<file path="src/rtl/machine_seq_ctrl_if.sv">
// Host-side handshake and result bundle for machine_seq_ctrl.
// master = host/test logic, slave = the sequencing controller.
interface machine_seq_ctrl_if #(
    parameter int unsigned N  = 8,
    parameter int unsigned LW = 4,
    parameter int unsigned CW = 4
);
    logic          start;
    logic          abort;
    logic [N-1:0]  pattern;
    logic [LW-1:0] len;
    logic          busy;
    logic          done;
    logic [N-1:0]  hit_mask;
    logic [CW-1:0] hit_count;
    logic          state_err;

    modport master (
        output start, abort, pattern, len,
        input  busy, done, hit_mask, hit_count, state_err
    );

    modport slave (
        input  start, abort, pattern, len,
        output busy, done, hit_mask, hit_count, state_err
    );
endinterface

</file>
<file path="src/rtl/machine_seq_ctrl.sv">
// Sequencing controller: clears the serial machine, shifts a pattern into x and records F per bit.
// Optional illegal-state checking is enabled by defining STATE_CHECK_EN.
module machine_seq_ctrl #(
    parameter int unsigned N         = 8,
    parameter int unsigned LW        = 4,
    parameter int unsigned CW        = 4,
    parameter int unsigned MAX_STATE = 5
) (
    input  logic                clk_i,
    input  logic                rst_ni,
    machine_seq_ctrl_if.slave   host,
    output logic                m_reset_o,
    output logic                x_out_o,
    input  logic                f_in_i,
    input  logic [2:0]          s_in_i
);
    localparam int unsigned IW = (N > 1) ? $clog2(N) : 1;
    localparam logic [LW-1:0] NLen = LW'(N);

    typedef enum logic [2:0] {StIdle, StClr, StRun, StDrain, StDone} state_e;

    state_e        state_q;
    logic [N-1:0]  pat_q;
    logic [N-1:0]  mask_q;
    logic [IW-1:0] idx_q;
    logic [IW-1:0] last_q;
    logic [CW-1:0] cnt_q;
    logic          m_reset_q;
    logic          x_q;
    logic          busy_q;
    logic          done_q;

    logic [LW-1:0] len_eff;
    logic [IW-1:0] cap_idx;
    logic          accept;
    logic          abort_run;
    logic          cap_en;

    always_comb begin
        len_eff   = (host.len > NLen) ? NLen : host.len;
        accept    = (state_q == StIdle) && host.start && !host.abort && (host.len != '0);
        abort_run = host.abort &&
                    ((state_q == StClr) || (state_q == StRun) || (state_q == StDrain));
        // F reflects the bit applied in the previous cycle; the abort edge captures nothing.
        cap_en    = !host.abort &&
                    (((state_q == StRun) && (idx_q != '0)) || (state_q == StDrain));
        cap_idx   = (state_q == StDrain) ? idx_q : idx_q - 1'b1;
    end

    always_ff @(posedge clk_i or negedge rst_ni) begin
        if (!rst_ni) begin
            state_q   <= StIdle;
            pat_q     <= '0;
            mask_q    <= '0;
            idx_q     <= '0;
            last_q    <= '0;
            cnt_q     <= '0;
            m_reset_q <= 1'b1;
            x_q       <= 1'b0;
            busy_q    <= 1'b0;
            done_q    <= 1'b0;
        end else begin
            done_q <= 1'b0;
            if (cap_en) begin
                mask_q[cap_idx] <= f_in_i;
                if (f_in_i && (cnt_q != '1)) begin
                    cnt_q <= cnt_q + 1'b1;
                end
            end
            if (abort_run) begin
                state_q   <= StIdle;
                busy_q    <= 1'b0;
                m_reset_q <= 1'b1;
                x_q       <= 1'b0;
            end else begin
                unique case (state_q)
                    StIdle: begin
                        if (accept) begin
                            pat_q   <= host.pattern;
                            last_q  <= IW'(len_eff - 1'b1);
                            idx_q   <= '0;
                            mask_q  <= '0;
                            cnt_q   <= '0;
                            busy_q  <= 1'b1;
                            state_q <= StClr;
                        end
                    end
                    StClr: begin
                        state_q   <= StRun;
                        m_reset_q <= 1'b0;
                        x_q       <= pat_q[0];
                    end
                    StRun: begin
                        if (idx_q == last_q) begin
                            state_q <= StDrain;
                            x_q     <= 1'b0;
                        end else begin
                            idx_q <= idx_q + 1'b1;
                            x_q   <= pat_q[idx_q + 1'b1];
                        end
                    end
                    StDrain: begin
                        state_q   <= StDone;
                        done_q    <= 1'b1;
                        m_reset_q <= 1'b1;
                    end
                    StDone: begin
                        state_q <= StIdle;
                        busy_q  <= 1'b0;
                    end
                    default: state_q <= StIdle;
                endcase
            end
        end
    end

`ifdef STATE_CHECK_EN
    localparam logic [2:0] MaxS = 3'(MAX_STATE);
    logic err_q;

    always_ff @(posedge clk_i or negedge rst_ni) begin
        if (!rst_ni) begin
            err_q <= 1'b0;
        end else if (accept) begin
            err_q <= 1'b0;
        end else if (((state_q == StRun) || (state_q == StDrain)) && (s_in_i > MaxS)) begin
            err_q <= 1'b1;
        end
    end

    assign host.state_err = err_q;
`else
    logic unused_s;
    assign unused_s       = ^{s_in_i, 3'(MAX_STATE)};
    assign host.state_err = 1'b0;
`endif

    assign m_reset_o      = m_reset_q;
    assign x_out_o        = x_q;
    assign host.busy      = busy_q;
    assign host.done      = done_q;
    assign host.hit_mask  = mask_q;
    assign host.hit_count = cnt_q;
endmodule

</file>
<file path="src/flat_wrapper.sv">
// flat-port wrapper written by rule: the top's interface ports become plain ports
module machine_seq_ctrl_flat 
#(
    parameter int unsigned N         = 8,
    parameter int unsigned LW        = 4,
    parameter int unsigned CW        = 4,
    parameter int unsigned MAX_STATE = 5
)
  (clk_i, rst_ni, m_reset_o, x_out_o, f_in_i, s_in_i, host_start, host_abort, host_pattern, host_len, host_busy, host_done, host_hit_mask, host_hit_count, host_state_err);
  machine_seq_ctrl_if #(.N(N), .LW(LW), .CW(CW)) host_i ();
  input  logic clk_i;
  input  logic rst_ni;
  output logic m_reset_o;
  output logic x_out_o;
  input  logic f_in_i;
  input  logic [2:0] s_in_i;
  input wire logic [$bits(host_i.start)-1:0] host_start;
  input wire logic [$bits(host_i.abort)-1:0] host_abort;
  input wire logic [$bits(host_i.pattern)-1:0] host_pattern;
  input wire logic [$bits(host_i.len)-1:0] host_len;
  output wire logic [$bits(host_i.busy)-1:0] host_busy;
  output wire logic [$bits(host_i.done)-1:0] host_done;
  output wire logic [$bits(host_i.hit_mask)-1:0] host_hit_mask;
  output wire logic [$bits(host_i.hit_count)-1:0] host_hit_count;
  output wire logic [$bits(host_i.state_err)-1:0] host_state_err;
  assign host_i.start = host_start;
  assign host_i.abort = host_abort;
  assign host_i.pattern = host_pattern;
  assign host_i.len = host_len;
  assign host_busy = host_i.busy;
  assign host_done = host_i.done;
  assign host_hit_mask = host_i.hit_mask;
  assign host_hit_count = host_i.hit_count;
  assign host_state_err = host_i.state_err;
  machine_seq_ctrl #(.N(N), .LW(LW), .CW(CW), .MAX_STATE(MAX_STATE)) u_core (.clk_i(clk_i), .rst_ni(rst_ni), .host(host_i), .m_reset_o(m_reset_o), .x_out_o(x_out_o), .f_in_i(f_in_i), .s_in_i(s_in_i));
endmodule
</file>
<file path="config.mk">
export PLATFORM = sky130hd
export DESIGN_NAME = machine_seq_ctrl_flat
export DESIGN_NICKNAME = d
export VERILOG_FILES = /design/src/rtl/machine_seq_ctrl_if.sv /design/src/rtl/machine_seq_ctrl.sv /design/src/flat_wrapper.sv
export SDC_FILE = /design/constraint.sdc
export NUM_CORES = 1
export LEC_CHECK = 0
export BUFFER_PORTS_ARGS = -buffer_cell sky130_fd_sc_hd__buf_4
export CELL_PAD_IN_SITES_DETAIL_PLACEMENT = 1
export CELL_PAD_IN_SITES_GLOBAL_PLACEMENT = 1
export CORE_MARGIN = 5
export CORE_UTILIZATION = 42
export DETAILED_ROUTE_END_ITERATION = 7
export GPL_TIMING_DRIVEN = 0
export PLACE_DENSITY_LB_ADDON = 0.1
export SLEW_MARGIN = 15
export SYNTH_ARGS = -nofsm -noshare
export SYNTH_HDL_FRONTEND = slang
export SYNTH_SLANG_ARGS = --single-unit
</file>
<file path="constraint.sdc">
create_clock -name clk_i -period 2.35 [get_ports clk_i]
set_clock_uncertainty 0.2 [all_clocks]
set_input_delay 0.235 -clock clk_i [delete_from_list [all_inputs] [get_ports clk_i]]
set_output_delay 0.235 -clock clk_i [all_outputs]
set_load 0.05 [all_outputs]
</file>
==> impl_metrics.toml, run 1 <==
[status]
run_status = "finished clean"

[power_and_ir_drop]
p_int_mw = 1.25
combinationalPowerShare_pct = 39.7
ir_drop_uv = 362
pwr-share-clk_pct = 23.3
power.share.sequential_pct = 36.9
power_mw = 2.06
p_leak_nw = 1.14
p_sw_mw = 0.815
p_sw_share_pct = 39.5
p_per_area_nw_per_um2 = 863

[critical_path]
worstPathArrival_ns = 2.12
crit_required_ns = 2.31
reg2reg_depth = 6
crit_type = "flop to flop"
cp-end-kind = "flop"
r2r-start = "u_core.idx_q[0]$_DFFE_PN0P_"
critPathMaxStageDelay_ns = 0.44
cp_slowest_cell = "mux2i_1"
critPathLaunchType = "flop"
crit_path_cell_trace = "buf_6, inv_1, ha_1, mux2i_1, nor3_1, mux2i_1"
cpMostUsedCell = "mux2i_1"
crit_fanout = 10
startpoint = "u_core.idx_q[0]$_DFFE_PN0P_"

[cells_and_area]
final_cell_mix = "38 x nand2_1, 34 x buf_4, 31 x dfrtp_1"
final.fill_count = 493
ff_latch_area_um2 = 828
final_nets = 260
multi_input_area_um2 = 981
utilization_pct = 55.3
antenna_cells = 0
drive_gt1_share_pct = 27.5
syn2layout_area_growth_pct = 28.3
final_common_cell = "nand2_1"

[synthesis]
ys_types = 45
synth_cells = 189
synthAdderAreaFrac_pct = 3.36
seq_area_frac_synth_pct = 44.4
synth_area_leaders = "dfrtp_1 43%, nand2_1 7.9%, mux2i_1 7.0%, ha_1 3.4%, nor3_1 2.4%"
synthXorXnorAreaFrac_pct = 4.23
async_flop_share_pct = 100
synth-compound-area-share_pct = 10.4
synthFlopType = "dfrtp_1"
synth_top_cell_by_area = "dfrtp_1"
synth_mux_area_share_pct = 9.40
yosysTopAreaCellShare_pct = 43.0
yosys.area_share.simple_pct = 23.2
synth_edf_count = 0
ys_warn_count = 0
syn_area_per_cell_um2 = 9.86
ys_ff_latch = 33
synth_nets = 214
syn-cell-area_um2 = 1860
synth_top_family_by_area = "simple AND/OR/NAND/NOR gates"

[timing]
max_freq_ghz = 0.464
maxSlewHeadroom_pct = 66.1
fin_crit_ns = 2.16
slew_violations = 0
hold_viol_final = 0
rsz0062_at_grt = "no"
worstMarginPinSlew_ns = 0.495
period_share_pct = 91.7
finalSetupViolations = 0

[cts]
clockBufferDepth = 2
path_clk_slew_ns = 0.07
cts_tree = "built"
cts_buffers = 5
clock_latency_ns = 0.29
h-tree-depth = 2
clock-sinks = 33
cts_root_buffer = "clkbuf_8"

[drt]
drcViolationCount = 0
top_layer_used = "met4"
wirelength_mm = 4.55
first_iter_violations = 53
via_per_inst = 5.34
dr_wl_met2_mm = 2.38
wl_met1_mm = 1.93
firstDrtPassIters = 4
antenna_left = 0
wl_met3_um = 164
vias = 1539
wl_per_cell_um = 15.8

[die]
row_count = 24
core_area_um2 = 4320
die_height_um = 76.6
die_w_um = 76.6
dieArea_um2 = 5870
num_io_pins = 37
start_util_pct = 43.1

[grt]
antenna_found_initial = 0
grt_max_degree = 34
grt_first_pass_wirelength_mm = 7.92
first_global_vias = 1648
grtUsageTotal_pct = 16.6
grt_overflow_total = 0

[place]
dp_hpwl_mm = 3.32
port_buffers = 31
finalWeightedCongestion = 0.814

[hold_path]
hold-path-cell-count = 2
min_from = "host_abort"
holdCritPathClass = "input port to flop"

[job]
max_cap_viol_count = 0
-- synthesized netlist by cell type (2+ instances only) --
cell,n
a2111oi_2,2
nand2_1,39
dfrtp_1,32
o21ai_0,5
clkbuf_1,2
nor3_1,9
a21oi_1,7
o21ai_1,2
nand2b_1,2
nor2b_1,2
mux4_2,2
nand3_1,4
nor2_1,12
xor2_1,5
ha_1,5
mux2i_1,13
inv_1,5
o211ai_1,4
buf_2,6
buf_4,3
xnor2_1,4
-- worst max-delay path, delay by kind of cell (launching register included) --
| kind | cells | cell delay (ns) |
|---|---|---|
| flip-flops | 1 | 0.42 |
| adder cells (fa/ha/maj) | 1 | 0.37 |
| AND/OR/NAND/NOR | 1 | 0.17 |
| multiplexers | 2 | 0.59 |
| buffers and inverters | 2 | 0.29 |
-- per-stage QoR --
stage / std cells / hold slack [ns] / TNS, ns / instance area (µm²) / setup slack, ns
2_1_floorplan: 189 / -0.261 / 0 / 1860 / 0.176
3_3_place_gp: 272 / -0.00344 / -0.142 / 2160 / -0.0587
3_5_place_dp: 272 / 0.0144 / -0.501 / 2160 / -0.150
4_1_cts: 288 / 0.0522 / 0 / 2350 / 0.0401
5_1_grt: 288 / 0.0690 / 0 / 2390 / 0.0520
6_report: 288 / 0.0542 / 0 / 2390 / 0.195
-- power groups by stage --
| stage | combinational [mW] | sequential (mW) | clock, mW |
|---|---|---|---|
| 2_1_floorplan | 0.456 | 0.864 | 0 |
| 3_3_place_gp | 0.734 | 0.763 | 0 |
| 3_5_place_dp | 0.763 | 0.771 | 0 |
| 4_1_cts | 0.779 | 0.760 | 0.498 |
| 5_1_grt | 0.909 | 0.775 | 0.511 |
| 6_report | 0.821 | 0.762 | 0.482 |
-- sequential cells by signal (all words and copies together) (netlist names), 3 cells and up --
register               count
u_core.last_q              3
u_core.host.hit_count      4
u_core.pat_q               8
u_core.host.hit_mask       8
u_core.state_q             3
u_core.idx_q               3
-- path summary, 6_finish.rpt --
kind,end,slack [ns]
max,u_core.host.hit_mask[4]$_DFF_PN0_,0.19
min,u_core.state_q[1]$_DFFE_PN0P_,0.05
max reg2reg,u_core.host.hit_mask[4]$_DFF_PN0_,0.19
min reg2reg,u_core.pat_q[7]$_DFFE_PN0P_,0.28
max in group asynchronous,u_core.idx_q[0]$_DFFE_PN0P_,1.37
min in group asynchronous,u_core.state_q[1]$_DFFE_PN0P_,0.23
-- logic make-up (layout without fill, tap and decap cells) --
logic type | count (synthesis) | count (layout)
multiplexers | 15 | 15
other | 1 | 1
AO/OA/AOI/OAI | 26 | 26
AND/OR/NAND/NOR | 83 | 83
XOR/XNOR | 9 | 9
buffers and inverters | 17 | 64
flip-flops | 33 | 33
adder cells (fa/ha/maj) | 5 | 5
-- routing by layer --
layer	up-vias	track usage [%]
met5	-	0
met4	0	6.82
met3	8	3.31
met2	28	28.7
met1	760	20.1
li1	743	-
-- cell type report --
cell class                      count  area share (%)
Inverter                            5           0.785
Clock inverter                      1           0.209
Tap cell                           52            2.72
Timing Repair Buffer               40            13.5
Sequential cell                    33            34.6
Buffer                             11            3.09
Clock buffer                        7            4.03
Multi-Input combinational cell    139            41.0
-- repair_timing --
item | 4_1_cts | 5_1_grt
endpoints found under the setup margin | 9 | 7
hold endpoints to repair | 40 | 0
setup buffers | 0 | 0
hold buffers | 9 | 0
gates resized for setup | 1 | 7
gates cloned | 0 | 0
pin swaps | 0 | 2
Note: power is estimated with default switching activity, not from simulation.
==> inputs of run 2 (changes only) <==
Settings changed: RECOVER_POWER set to 25.
==> impl_metrics.toml, run 2 (synthesis gave the netlist of run 1 again) <==
[status]
run_status = "finished clean"

[cells_and_area]
syn2layout_area_growth_pct = 28.1
final_common_cell = "nand2_1"
instances_no_fill = 288
ff_latch_area_um2 = 828
antenna_cells = 0
final_cell_mix = "38 x nand2_1, 33 x buf_4, 31 x dfrtp_1"
drive_gt1_share_pct = 27.5
utilization_pct = 55.2
multi_input_area_um2 = 981
final.fill_count = 493
final_nets = 260

[timing]
hold_viol_final = 0
worstMarginPinSlew_ns = 0.843
finalSetupViolations = 0
fin_crit_ns = 2.15
maxSlewHeadroom_pct = 43.8
max_freq_ghz = 0.464
slew_violations = 0
period_share_pct = 91.7
rsz0062_at_grt = "no"

[power_and_ir_drop]
p_per_area_nw_per_um2 = 865
power.share.sequential_pct = 36.9
p_sw_share_pct = 39.5
p_sw_mw = 0.816
p_leak_nw = 1.14
combinationalPowerShare_pct = 39.7
ir_drop_uv = 362
p_int_mw = 1.25
pwr-share-clk_pct = 23.4

[cts]
cts_root_buffer = "clkbuf_8"
clock-sinks = 33
path_clk_slew_ns = 0.08
clock_latency_ns = 0.29
cts_tree = "built"
cts_buffers = 5
cts_setup_buffers = 0
clockBufferDepth = 2
h-tree-depth = 2

[die]
die_w_um = 76.6
die_height_um = 76.6
core_area_um2 = 4320
dieArea_um2 = 5870
row_count = 24
num_io_pins = 37
start_util_pct = 43.1

[grt]
grt_first_pass_wirelength_mm = 7.92
grt_max_degree = 34
grt_overflow_total = 0
grtUsageTotal_pct = 16.6
antenna_found_initial = 0
first_global_vias = 1648

[drt]
drcViolationCount = 0
via_per_inst = 5.33
wirelength_mm = 4.55
wl_per_cell_um = 15.8
first_iter_violations = 57
firstDrtPassIters = 4
antenna_left = 0
vias = 1535

[critical_path]
worstPathArrival_ns = 2.12
crit_required_ns = 2.31
cp-end-kind = "flop"
crit_fanout = 10
critPathLaunchType = "flop"
crit_type = "flop to flop"

[hold_path]
holdCritPathClass = "input port to flop"

[place]
dp_hpwl_mm = 3.32
port_buffers = 31
finalWeightedCongestion = 0.814
place_inst = 272

[job]
max_cap_viol_count = 0
## run 2: changes by cell type in the layout (fill, tap and decap cells not counted), sizes merged
cell    change
clkbuf      +1
buf         -1
## run 2: stage by stage
stage	instance area [µm²]	hold slack, ns	power, mW	setup slack (ns)	setup TNS, ns
4_1_cts	2350	0.0522	2.04	0.0401	0
3_3_place_gp	2160	-0.00344	1.50	-0.0587	-0.142
2_1_floorplan	1860	-0.261	1.32	0.176	0
3_5_place_dp	2160	0.0144	1.53	-0.150	-0.501
6_report	2390	0.0529	2.06	0.195	0
5_1_grt	2390	0.0690	2.19	0.0520	0
## run 2: layer usage
layer  track usage [%]  share of wire [%]  up-vias
li1                  -                  -      743
met1              20.1                 42      756
met2              28.7                 52       28
met3              3.31                3.6        8
met4              6.82                1.7        0
met5                 0                  0        -
## run 2: worst paths after layout
check | start | end | slack (ns) | depth (start not counted)
setup / recovery | u_core.idx_q[0]$_DFFE_PN0P_ | u_core.host.hit_mask[4]$_DFF_PN0_ | 0.20 | 6
hold / removal | host_abort | u_core.state_q[1]$_DFFE_PN0P_ | 0.05 | 2
setup reg to reg | u_core.idx_q[0]$_DFFE_PN0P_ | u_core.host.hit_mask[4]$_DFF_PN0_ | 0.20 | 6
hold reg to reg | u_core.pat_q[6]$_DFFE_PN0P_ | u_core.pat_q[6]$_DFFE_PN0P_ | 0.28 | 2
max in group asynchronous | rst_ni | u_core.idx_q[0]$_DFFE_PN0P_ | 0.98 | 2
min in group asynchronous | rst_ni | u_core.state_q[1]$_DFFE_PN0P_ | 0.38 | 2
## run 2: repair_timing
action | 4_1_cts | 5_1_grt
gates resized for setup | 1 | 7
hold buffers | 9 | 0
endpoints found under the setup margin | 9 | 7
endpoints found under the hold margin | 40 | 0
pin swaps | 0 | 2
## run 2: area by class of cell
cell class,count,share of cell area [%]
clock buffers,7,4.03
plain buffers,11,3.09
repair buffers,40,13.4
clock inverters,1,0.210
multi-input cells,139,41.1
flip-flops and latches,33,34.7
well taps,52,2.72
inverters,5,0.786
## run 2: power by group through the flow
| stage | Sequential [mW] | Combinational [mW] | Clock [mW] |
|---|---|---|---|
| 4_1_cts | 0.760 | 0.779 | 0.498 |
| 3_3_place_gp | 0.763 | 0.734 | 0 |
| 6_report | 0.762 | 0.820 | 0.483 |
| 2_1_floorplan | 0.864 | 0.456 | 0 |
| 5_1_grt | 0.775 | 0.908 | 0.511 |
| 3_5_place_dp | 0.771 | 0.763 | 0 |
## run 2: worst max-delay path, stage by stage, from the launching register on
cell and delay (ns):
dfrtp_2 0.42, buf_6 0.18, inv_1 0.11, ha_1 0.37, mux2i_1 0.44, nor3_1 0.17
mux2i_1 0.15
